`config.mk`:
```
export PLATFORM = sky130hd
export DESIGN_NAME = addsub_16bit_serial_flat
export DESIGN_NICKNAME = d
export VERILOG_FILES = /design/src/rtl/addsub_16bit_serial_if.sv /design/src/rtl/addsub_16bit_serial.sv /design/src/flat_wrapper.sv
export SDC_FILE = /design/constraint.sdc
export NUM_CORES = 1
export LEC_CHECK = 0
export CAP_MARGIN = 20
export CORE_AREA = 3 3 73 103
export CTS_CLUSTER_SIZE = 28
export DETAILED_ROUTE_END_ITERATION = 7
export DIE_AREA = 0 0 76 106
export PLACE_DENSITY = 0.83
export RECOVER_POWER = 50
export SKIP_LAST_GASP = 1
export SLEW_MARGIN = 40
export SYNTH_ARGS = -nofsm -noshare
export SYNTH_HDL_FRONTEND = slang
export SYNTH_SLANG_ARGS = --single-unit
```
`constraint.sdc`:
```
create_clock -name clk -period 3.9 [get_ports clk]
set_input_delay 0.975 -clock clk [delete_from_list [all_inputs] [get_ports clk]]
set_output_delay 0.975 -clock clk [all_outputs]
set_load 0.05 [all_outputs]
```
`src/rtl/addsub_16bit_serial_if.sv`:
```
// Operand/result bundle for the nibble-serial saturating add/subtract unit.
// Master issues requests, slave (the unit) returns status and results.
interface addsub_16bit_serial_if #(
    parameter int unsigned WIDTH = 16
);
    logic             start;
    logic [WIDTH-1:0] A;
    logic [WIDTH-1:0] B;
    logic             sub;
    logic             busy;
    logic             done;
    logic [WIDTH-1:0] Sum;
    logic             Ovfl;
    logic             Z;
    logic             N;

    modport master (
        output start, A, B, sub,
        input  busy, done, Sum, Ovfl, Z, N
    );

    modport slave (
        input  start, A, B, sub,
        output busy, done, Sum, Ovfl, Z, N
    );
endinterface

```
`src/rtl/addsub_16bit_serial.sv`:
```
// Multi-cycle saturating add/subtract: one 4-bit nibble per cycle with a registered
// inter-nibble carry, then signed saturation and Z/N flags on the edge into StDone.
module addsub_16bit_serial #(
    parameter int unsigned WIDTH = 16
) (
    input logic                  clk,
    input logic                  rst,
    addsub_16bit_serial_if.slave bus
);
    localparam int unsigned NIB  = WIDTH / 4;
    localparam int unsigned IDXW = (NIB > 1) ? $clog2(NIB) : 1;

    typedef enum logic [1:0] {StIdle, StRun, StDone} state_e;

    state_e            state_q, state_d;
    logic [WIDTH-1:0]  a_q, a_d;
    logic [WIDTH-1:0]  bx_q, bx_d;
    logic [WIDTH-1:0]  partial_q, partial_d;
    logic [IDXW-1:0]   idx_q, idx_d;
    logic              carry_q, carry_d;
    logic [WIDTH-1:0]  sum_q, sum_d;
    logic              ovfl_q, ovfl_d;
    logic              z_q, z_d;
    logic              n_q, n_d;

    logic              accept;
    logic              last_nib;
    logic [3:0]        a_nib, b_nib;
    logic [4:0]        nib_sum;
    logic              v;

    // A new request is taken in IDLE and also in DONE, giving back-to-back issue.
    assign accept   = bus.start && (state_q != StRun);
    assign last_nib = (idx_q == IDXW'(NIB - 1));

    // State register
    always_ff @(posedge clk) begin
        if (rst) state_q <= StIdle;
        else     state_q <= state_d;
    end

    // Next-state logic
    always_comb begin
        state_d = state_q;
        unique case (state_q)
            StIdle:  if (accept) state_d = StRun;
            StRun:   if (last_nib) state_d = StDone;
            StDone:  state_d = accept ? StRun : StIdle;
            default: state_d = StIdle;
        endcase
    end

    // Output decode
    always_comb begin
        bus.busy = (state_q == StRun);
        bus.done = (state_q == StDone);
    end

    assign bus.Sum  = sum_q;
    assign bus.Ovfl = ovfl_q;
    assign bus.Z    = z_q;
    assign bus.N    = n_q;

    // Nibble adder; partial_d already holds the full raw result on the last step.
    always_comb begin
        a_nib     = '0;
        b_nib     = '0;
        partial_d = partial_q;
        for (int i = 0; i < NIB; i++) begin
            if (idx_q == IDXW'(i)) begin
                a_nib = a_q[4*i +: 4];
                b_nib = bx_q[4*i +: 4];
            end
        end
        nib_sum = {1'b0, a_nib} + {1'b0, b_nib} + {4'b0, carry_q};
        for (int i = 0; i < NIB; i++) begin
            if (idx_q == IDXW'(i)) partial_d[4*i +: 4] = nib_sum[3:0];
        end
    end

    assign v = ~(a_q[WIDTH-1] ^ bx_q[WIDTH-1]) & (a_q[WIDTH-1] ^ partial_d[WIDTH-1]);

    always_comb begin
        a_d     = a_q;
        bx_d    = bx_q;
        idx_d   = idx_q;
        carry_d = carry_q;
        sum_d   = sum_q;
        ovfl_d  = ovfl_q;
        z_d     = z_q;
        n_d     = n_q;
        if (accept) begin
            a_d     = bus.A;
            bx_d    = bus.B ^ {WIDTH{bus.sub}};
            carry_d = bus.sub;
            idx_d   = '0;
        end else if (state_q == StRun) begin
            carry_d = nib_sum[4];
            idx_d   = idx_q + IDXW'(1);
            if (last_nib) begin
                if (v) sum_d = a_q[WIDTH-1] ? {1'b1, {(WIDTH-1){1'b0}}}
                                            : {1'b0, {(WIDTH-1){1'b1}}};
                else   sum_d = partial_d;
                ovfl_d = v;
                z_d    = (sum_d == '0);
                n_d    = sum_d[WIDTH-1];
            end
        end
    end

    always_ff @(posedge clk) begin
        if (rst) begin
            a_q       <= '0;
            bx_q      <= '0;
            partial_q <= '0;
            idx_q     <= '0;
            carry_q   <= 1'b0;
            sum_q     <= '0;
            ovfl_q    <= 1'b0;
            z_q       <= 1'b0;
            n_q       <= 1'b0;
        end else begin
            a_q       <= a_d;
            bx_q      <= bx_d;
            partial_q <= (state_q == StRun) ? partial_d : partial_q;
            idx_q     <= idx_d;
            carry_q   <= carry_d;
            sum_q     <= sum_d;
            ovfl_q    <= ovfl_d;
            z_q       <= z_d;
            n_q       <= n_d;
        end
    end
endmodule
```
`src/flat_wrapper.sv`:
```
// flat-port wrapper written by rule: the top's interface ports become plain ports
module addsub_16bit_serial_flat 
#(
    parameter int unsigned WIDTH = 16
)
  (clk, rst, bus_start, bus_A, bus_B, bus_sub, bus_busy, bus_done, bus_Sum, bus_Ovfl, bus_Z, bus_N);
  addsub_16bit_serial_if #(.WIDTH(WIDTH)) bus_i ();
  input logic clk;
  input logic rst;
  input wire logic [$bits(bus_i.start)-1:0] bus_start;
  input wire logic [$bits(bus_i.A)-1:0] bus_A;
  input wire logic [$bits(bus_i.B)-1:0] bus_B;
  input wire logic [$bits(bus_i.sub)-1:0] bus_sub;
  output wire logic [$bits(bus_i.busy)-1:0] bus_busy;
  output wire logic [$bits(bus_i.done)-1:0] bus_done;
  output wire logic [$bits(bus_i.Sum)-1:0] bus_Sum;
  output wire logic [$bits(bus_i.Ovfl)-1:0] bus_Ovfl;
  output wire logic [$bits(bus_i.Z)-1:0] bus_Z;
  output wire logic [$bits(bus_i.N)-1:0] bus_N;
  assign bus_i.start = bus_start;
  assign bus_i.A = bus_A;
  assign bus_i.B = bus_B;
  assign bus_i.sub = bus_sub;
  assign bus_busy = bus_i.busy;
  assign bus_done = bus_i.done;
  assign bus_Sum = bus_i.Sum;
  assign bus_Ovfl = bus_i.Ovfl;
  assign bus_Z = bus_i.Z;
  assign bus_N = bus_i.N;
  addsub_16bit_serial #(.WIDTH(WIDTH)) u_core (.clk(clk), .rst(rst), .bus(bus_i));
endmodule
```
; ---- Word level (Yosys, flattened, before mapping)
; Cells that the tools add are included.
; W data, S select, Z words.
[word_totals]
ff_bits = 72
latchBits = 0
ramBits = 0
mem_bits_ro = 0
input_bits = 36
output_inout_bits = 21
word_cells = 58
mem_count = 0
[classes]
n_addsub = 3
multipliers = 0
div_mod_pow = 0
order_cmp = 0
eq_ne = 8
n_shift = 0
muxes = 23
bitwise_logic = 6
n_reduce_logical = 8
[op_table]
columns = operator, count
row1 = $mux W16, 5
row2 = $mux W4, 12
row3 = $logic_not A16 Y1, 1
row4 = $xor A16 B16 Y16, 1
row5 = $eq A2 B2 Y1 const B, 3
row6 = $ne A2 B1 Y1 const B, 3
row7 = $pmux W2 S3, 1
row8 = $add A4 B4 Y5, 1
row9 = $add A5 B1 Y5, 1
row10 = $eq A2 B1 Y1 const B, 2
row11 = $logic_not A2 Y1, 2
row12 = $mux W2, 2
row13 = $mux W1, 3
row14 = $reduce_and A3 Y1, 1
row15 = $add A2 B1 Y2 const B, 1
row16 = $not A1 Y1, 2
row17 = $reduce_and A2 Y1, 1
row18 = $reduce_bool A2 Y1, 1
row19 = $reduce_or A2 Y1, 1
row20 = $xor A1 B1 Y1, 2
row21 = $and A1 B1 Y1, 1
row22 = $logic_and A1 B1 Y1, 1

; ---- Logic depth before layout (Yosys ltp)
[logic_depth]
ltp_word = 15
mapped_depth = 16
ltp_nobuf = 13

; ---- Least setup slack after synthesis
; No wires, ideal clock.
[synth_timing]
path_type = register -> register
start = reg u_core.idx_q[0]
end = reg u_core.sum_q[2] (netlist: u_core.bus.Sum[2])
setup_time_ns = 0.086
t_arrival_ns = 3.196
required_time_ns = 3.814
setup_slack_ns = 0.619
stages_incl_launch_ff = 12
n_path_buf = 3
synth_period_minus_slack_ns = 3.281
cell_sequence = dfxtp_1 ha_1 buf_2 clkbuf_1 clkbuf_1 a21oi_1 fa_1 fa_1 xnor2_1 nand2_1 a21o_1 a211oi_1
[synth_via]
elab_chain_len = 14
elab_cells_between_ends = 23
classes_between = 2 x add/sub / 3 x eq/ne / 14 x mux / 2 x bitwise / 2 x reduce/logical
[synth_lines]
columns = element, line
row1 = start: declaration, addsub_16bit_serial.sv:19  ; logic [IDXW-1:0] idx_q, idx_d;
row2 = start signal: assignment, addsub_16bit_serial.sv:126  ; idx_q <= idx_d;
row3 = $logic_not A2 Y1, "addsub_16bit_serial.sv:70, addsub_16bit_serial.sv:77"
row4 = $mux W4 (4 in a row), addsub_16bit_serial.sv:70  ; if (idx_q == IDXW'(i)) begin
row5 = $add A4 B4 Y5, addsub_16bit_serial.sv:75  ; nib_sum = {1'b0, a_nib} + {1'b0, b_nib} + {4'b0, carry_q};
row6 = $add A5 B1 Y5, addsub_16bit_serial.sv:75
row7 = $mux W4, addsub_16bit_serial.sv:77  ; if (idx_q == IDXW'(i)) partial_d[4*i +: 4] = nib_sum[3:0];
row8 = $xor A1 B1 Y1, addsub_16bit_serial.sv:81  ; assign v = ~(a_q[WIDTH-1] ^ bx_q[WIDTH-1]) & (a_q[WIDTH-1] ^ partial_d[WIDTH-1]);
row9 = $and A1 B1 Y1, addsub_16bit_serial.sv:81
row10 = $mux W16, addsub_16bit_serial.sv:101  ; if (v) sum_d = a_q[WIDTH-1] ? {1'b1, {(WIDTH-1){1'b0}}}
row11 = $mux W16, addsub_16bit_serial.sv:100  ; if (last_nib) begin
row12 = $mux W16, addsub_16bit_serial.sv:97  ; end else if (state_q == StRun) begin
row13 = $mux W16, addsub_16bit_serial.sv:92  ; if (accept) begin
row14 = end signal: assignment, addsub_16bit_serial.sv:128  ; sum_q <= sum_d;
row15 = end: declaration, addsub_16bit_serial.sv:21  ; logic [WIDTH-1:0] sum_q, sum_d;
; Several ways; a longest one is shown, not always the timed one. The select of a mux whose other input is x is not followed.
; A chain may end at the register's enable or synchronous reset.

; ---- Worst setup path after layout
[layout_timing]
start = reg u_core.idx_q[1]
end = reg u_core.sum_q[5] (netlist: u_core.bus.Sum[5])
[layout_via]
elab_chain_len = 14
elab_cells_between_ends = 23
classes_between = 2 x add/sub / 3 x eq/ne / 14 x mux / 2 x bitwise / 2 x reduce/logical
[layout_lines]
columns = element, line
row1 = $logic_not A2 Y1, addsub_16bit_serial.sv:70
row2 = $mux W4 (4 in a row), addsub_16bit_serial.sv:70
row3 = $add A4 B4 Y5, addsub_16bit_serial.sv:75
row4 = $add A5 B1 Y5, addsub_16bit_serial.sv:75
row5 = $mux W4, addsub_16bit_serial.sv:77
row6 = $xor A1 B1 Y1, addsub_16bit_serial.sv:81
row7 = $and A1 B1 Y1, addsub_16bit_serial.sv:81
row8 = $mux W16, addsub_16bit_serial.sv:101
row9 = $mux W16, addsub_16bit_serial.sv:100
row10 = $mux W16, addsub_16bit_serial.sv:97
row11 = $mux W16, addsub_16bit_serial.sv:92
; Several ways; a longest one is shown, not always the timed one. The select of a mux whose other input is x is not followed.

==> flow_summary.json <==
{
  "dp_hpwl_um": 5718,
  "hold_viol_final": 0,
  "track_usage_pct": 20.16,
  "p_per_area_nw_per_um2": 402.8,
  "drive_above_1_share_pct": 6.875,
  "final_area_um2": 4319,
  "violations": "max-capacitance violations, max-slew violations",
  "synthTopCellsByArea": "dfxtp_1 (41%), nor2_1 (7.6%), nand2_1 (6.4%)",
  "synth_common_cells": "dfxtp_1 (71), nor2_1 (71), nand2_1 (60)",
  "cts_tree": "done",
  "wl_per_cell_um": 13.59,
  "die_w_um": 76,
  "cp-end-kind": "flop",
  "crit_chain": "inv_1 > ha_1 > nand3b_1 > a21oi_1 > a21oi_1 > o21ai_0 > ha_1 > or3b_4 > a31oi_4 > nor4_2 > buf_4 > o21a_4 > a2111oi_1",
  "setup_viol": 0,
  "max_slew.worst_pin.slew_ns": 1.817,
  "clkSinkCount": 71,
  "post_cts_buffers": 0,
  "final.min_clock_period_ns": 3.449,
  "crit_arrival_ns": 3.68,
  "drt_pass1_iterations": 4,
  "fp.coreArea_um2": 6613,
  "place_ws_ns": 0.4916,
  "ir_drop_v": 0.0002713,
  "crit_slowest_cell": "or3b_4",
  "tns_ns": 0,
  "power_mw": 1.740,
  "vias": 3101,
  "max_stage_delay_ns": 0.44,
  "fin_ws_ns": 0.4506,
  "grt_overflow": 0,
  "leakagePower_nw": 1.579,
  "maxCapViolCount": 1,
  "drtIter0Drc": 175,
  "holdBufCountCts": 0,
  "worstSetupStartpointType": "flop",
  "clock_latency_ns": 0.36,
  "async_flop_share_pct": 0,
  "period_share_pct": 88.45,
  "ys_seq_area_share_pct": 40.59,
  "die_y_um": 106,
  "h-tree-depth": 3,
  "fin_nets": 520,
  "dieArea_um2": 8056,
  "clk_pin_slew_worst_paths_ns": 0.08,
  "area_delta_synth_final_pct": 23.33,
  "netlist_area_um2": 3502,
  "relSlewSlack_pct": -21.15,
  "drt.antenna.violating_nets": 0,
  "run_status": "finished, violations left",
  "rows": 35,
  "grt_pass1_wl_um": 13170,
  "ios": 57,
  "cts-root-buf": "clkbuf_8",
  "synth-edff-count": 0,
  "synth_flop_cell": "dfxtp_1",
  "drc_errors": 0,
  "min_path_type": "reg2reg",
  "syn_nets": 481,
  "cts_buffers": 9,
  "critical_path_class": "reg2reg",
  "totalWireLength_um": 7771,
  "grt_pass1_vias": 2893,
  "worstPathRequired_ns": 4.13,
  "gp_congestion": 0.8677,
  "insertedDiodeCount": 0,
  "antenna_found_initial": 0,
  "drv_slew": 46,
  "syn-instance-count": 436,
  "timing.fmax_mhz": 289.9,
  "io_buffers": 56,
  "yosys_register_bits": 71,
  "cts_max_path_buffers": 2,
  "yosys_warnings": 0,
  "via_per_inst": 5.421,
  "grt_setup_unrepaired": "false",
  "synthDistinctLibCells": 42,
  "placed_cell_area_um2": 4098,
  "finalClockSkew_ns": 0.009170,
  "syn_avg_cell_area_um2": 8.032,
  "cts_resized": 0,
  "yosys.area.top_type_share_pct": 40.59,
  "path_max_fanout": 17,
  "grt_start_max_net_pins": 49,
  "yosysTopAreaCell": "dfxtp_1",
  "start_util_pct": 52.96
}
## report_power, final
group | switching, mW | internal, mW
clock | 0.289 | 0.380
sequential | 0.0226 | 0.759
combinational | 0.162 | 0.128
total | 0.473 | 1.27
## critical path, delay by kind of cell (launching register included)
kind,cells,cell delay [ns]
buf+inv,2,0.27
fa+ha+maj,2,0.68
compound gates,6,1.29
flops,1,0.36
simple gates,3,0.73
## area by class of cell
type,count,area (µm²)
well taps,92,115.1
inverters,6,22.52
clock inverters,6,92.59
repair buffers,66,620.6
flip-flops and latches,71,1421
clock buffers,10,137.6
fillers,587,2293
multi-input cells,321,1909
## flip-flops by register name, summed over array words and instances (netlist names)
signal,cells
u_core.bus.Sum,16
u_core.bus.Ovfl,1
u_core.bus.Z,1
u_core.idx_q,2
u_core.carry_q,1
u_core.state_q,2
u_core.a_q,16
u_core.bx_q,16
u_core.partial_q,16
## layout by cell type, fill, tap and decap left out, drive strengths merged
cell type and count:
ha 7, a31oi 2, and3b 1, nor4 2, a311oi 4, and2 6, mux2i 10, dlygate4sd3 10
o21ai 13, xnor2 17, o31a 1, or3 2, clkinvlp 2, a221oi 1, o21bai 3, a21o 4
buf 10, o2111a 1, inv 6, clkinv 2, fa 2, a2111oi 4, clkdlybuf4s50 44, nand2 60
a211oi 29, o22ai 2, a211o 3, nand2b 6, a21oi 42, clkbuf 12, dfxtp 71, nor2 71
nand3b 10, nand3 2, nor3 6, o21a 4, bufinv 2, nor2b 4, nor4b 1, or3b 1
## final timing paths
check                  start           endpoint  slack, ns  cells past startpoint
max reg2reg  u_core.idx_q[1]  u_core.bus.Sum[5]       0.45                     13
min           u_core.a_q[14]     u_core.a_q[14]       0.46                      2
max          u_core.idx_q[1]  u_core.bus.Sum[5]       0.45                     13
min reg2reg   u_core.a_q[14]     u_core.a_q[14]       0.46                      2
## through the flow
| step | std cells | utilization (%) | hold slack (ns) |
|---|---|---|---|
| floorplan | 436 | - | 0.4357 |
| global placement | 556 | 61.97 | 0.4445 |
| detailed placement | 556 | 61.97 | 0.4524 |
| CTS | 572 | 65.45 | 0.4628 |
| global route | 572 | 65.32 | 0.4858 |
| finish | 572 | 65.32 | 0.4625 |
## routing by layer
metal / vias to the layer above / share of wire [%] / GRT usage [%]
li1: 1576 / - / -
met1: 1414 / 41 / 22.74
met2: 92 / 52 / 35.72
met3: 19 / 4.5 / 4.915
met4: 0 / 2.8 / 9.326
met5: - / 0 / 0
## cell families (layout without fill, tap and decap cells)
logic type / Yosys count / in the layout / synth area share (%)
simple gates: 172 / 172 / 21.90
compound gates: 113 / 113 / 21.83
flops: 71 / 71 / 40.59
buf+inv: 44 / 88 / 4.930
xor+xnor: 17 / 17 / 4.251
mux: 10 / 10 / 2.858
fa+ha+maj: 9 / 9 / 3.644
No activity file was read; power rests on OpenSTA's default activity.
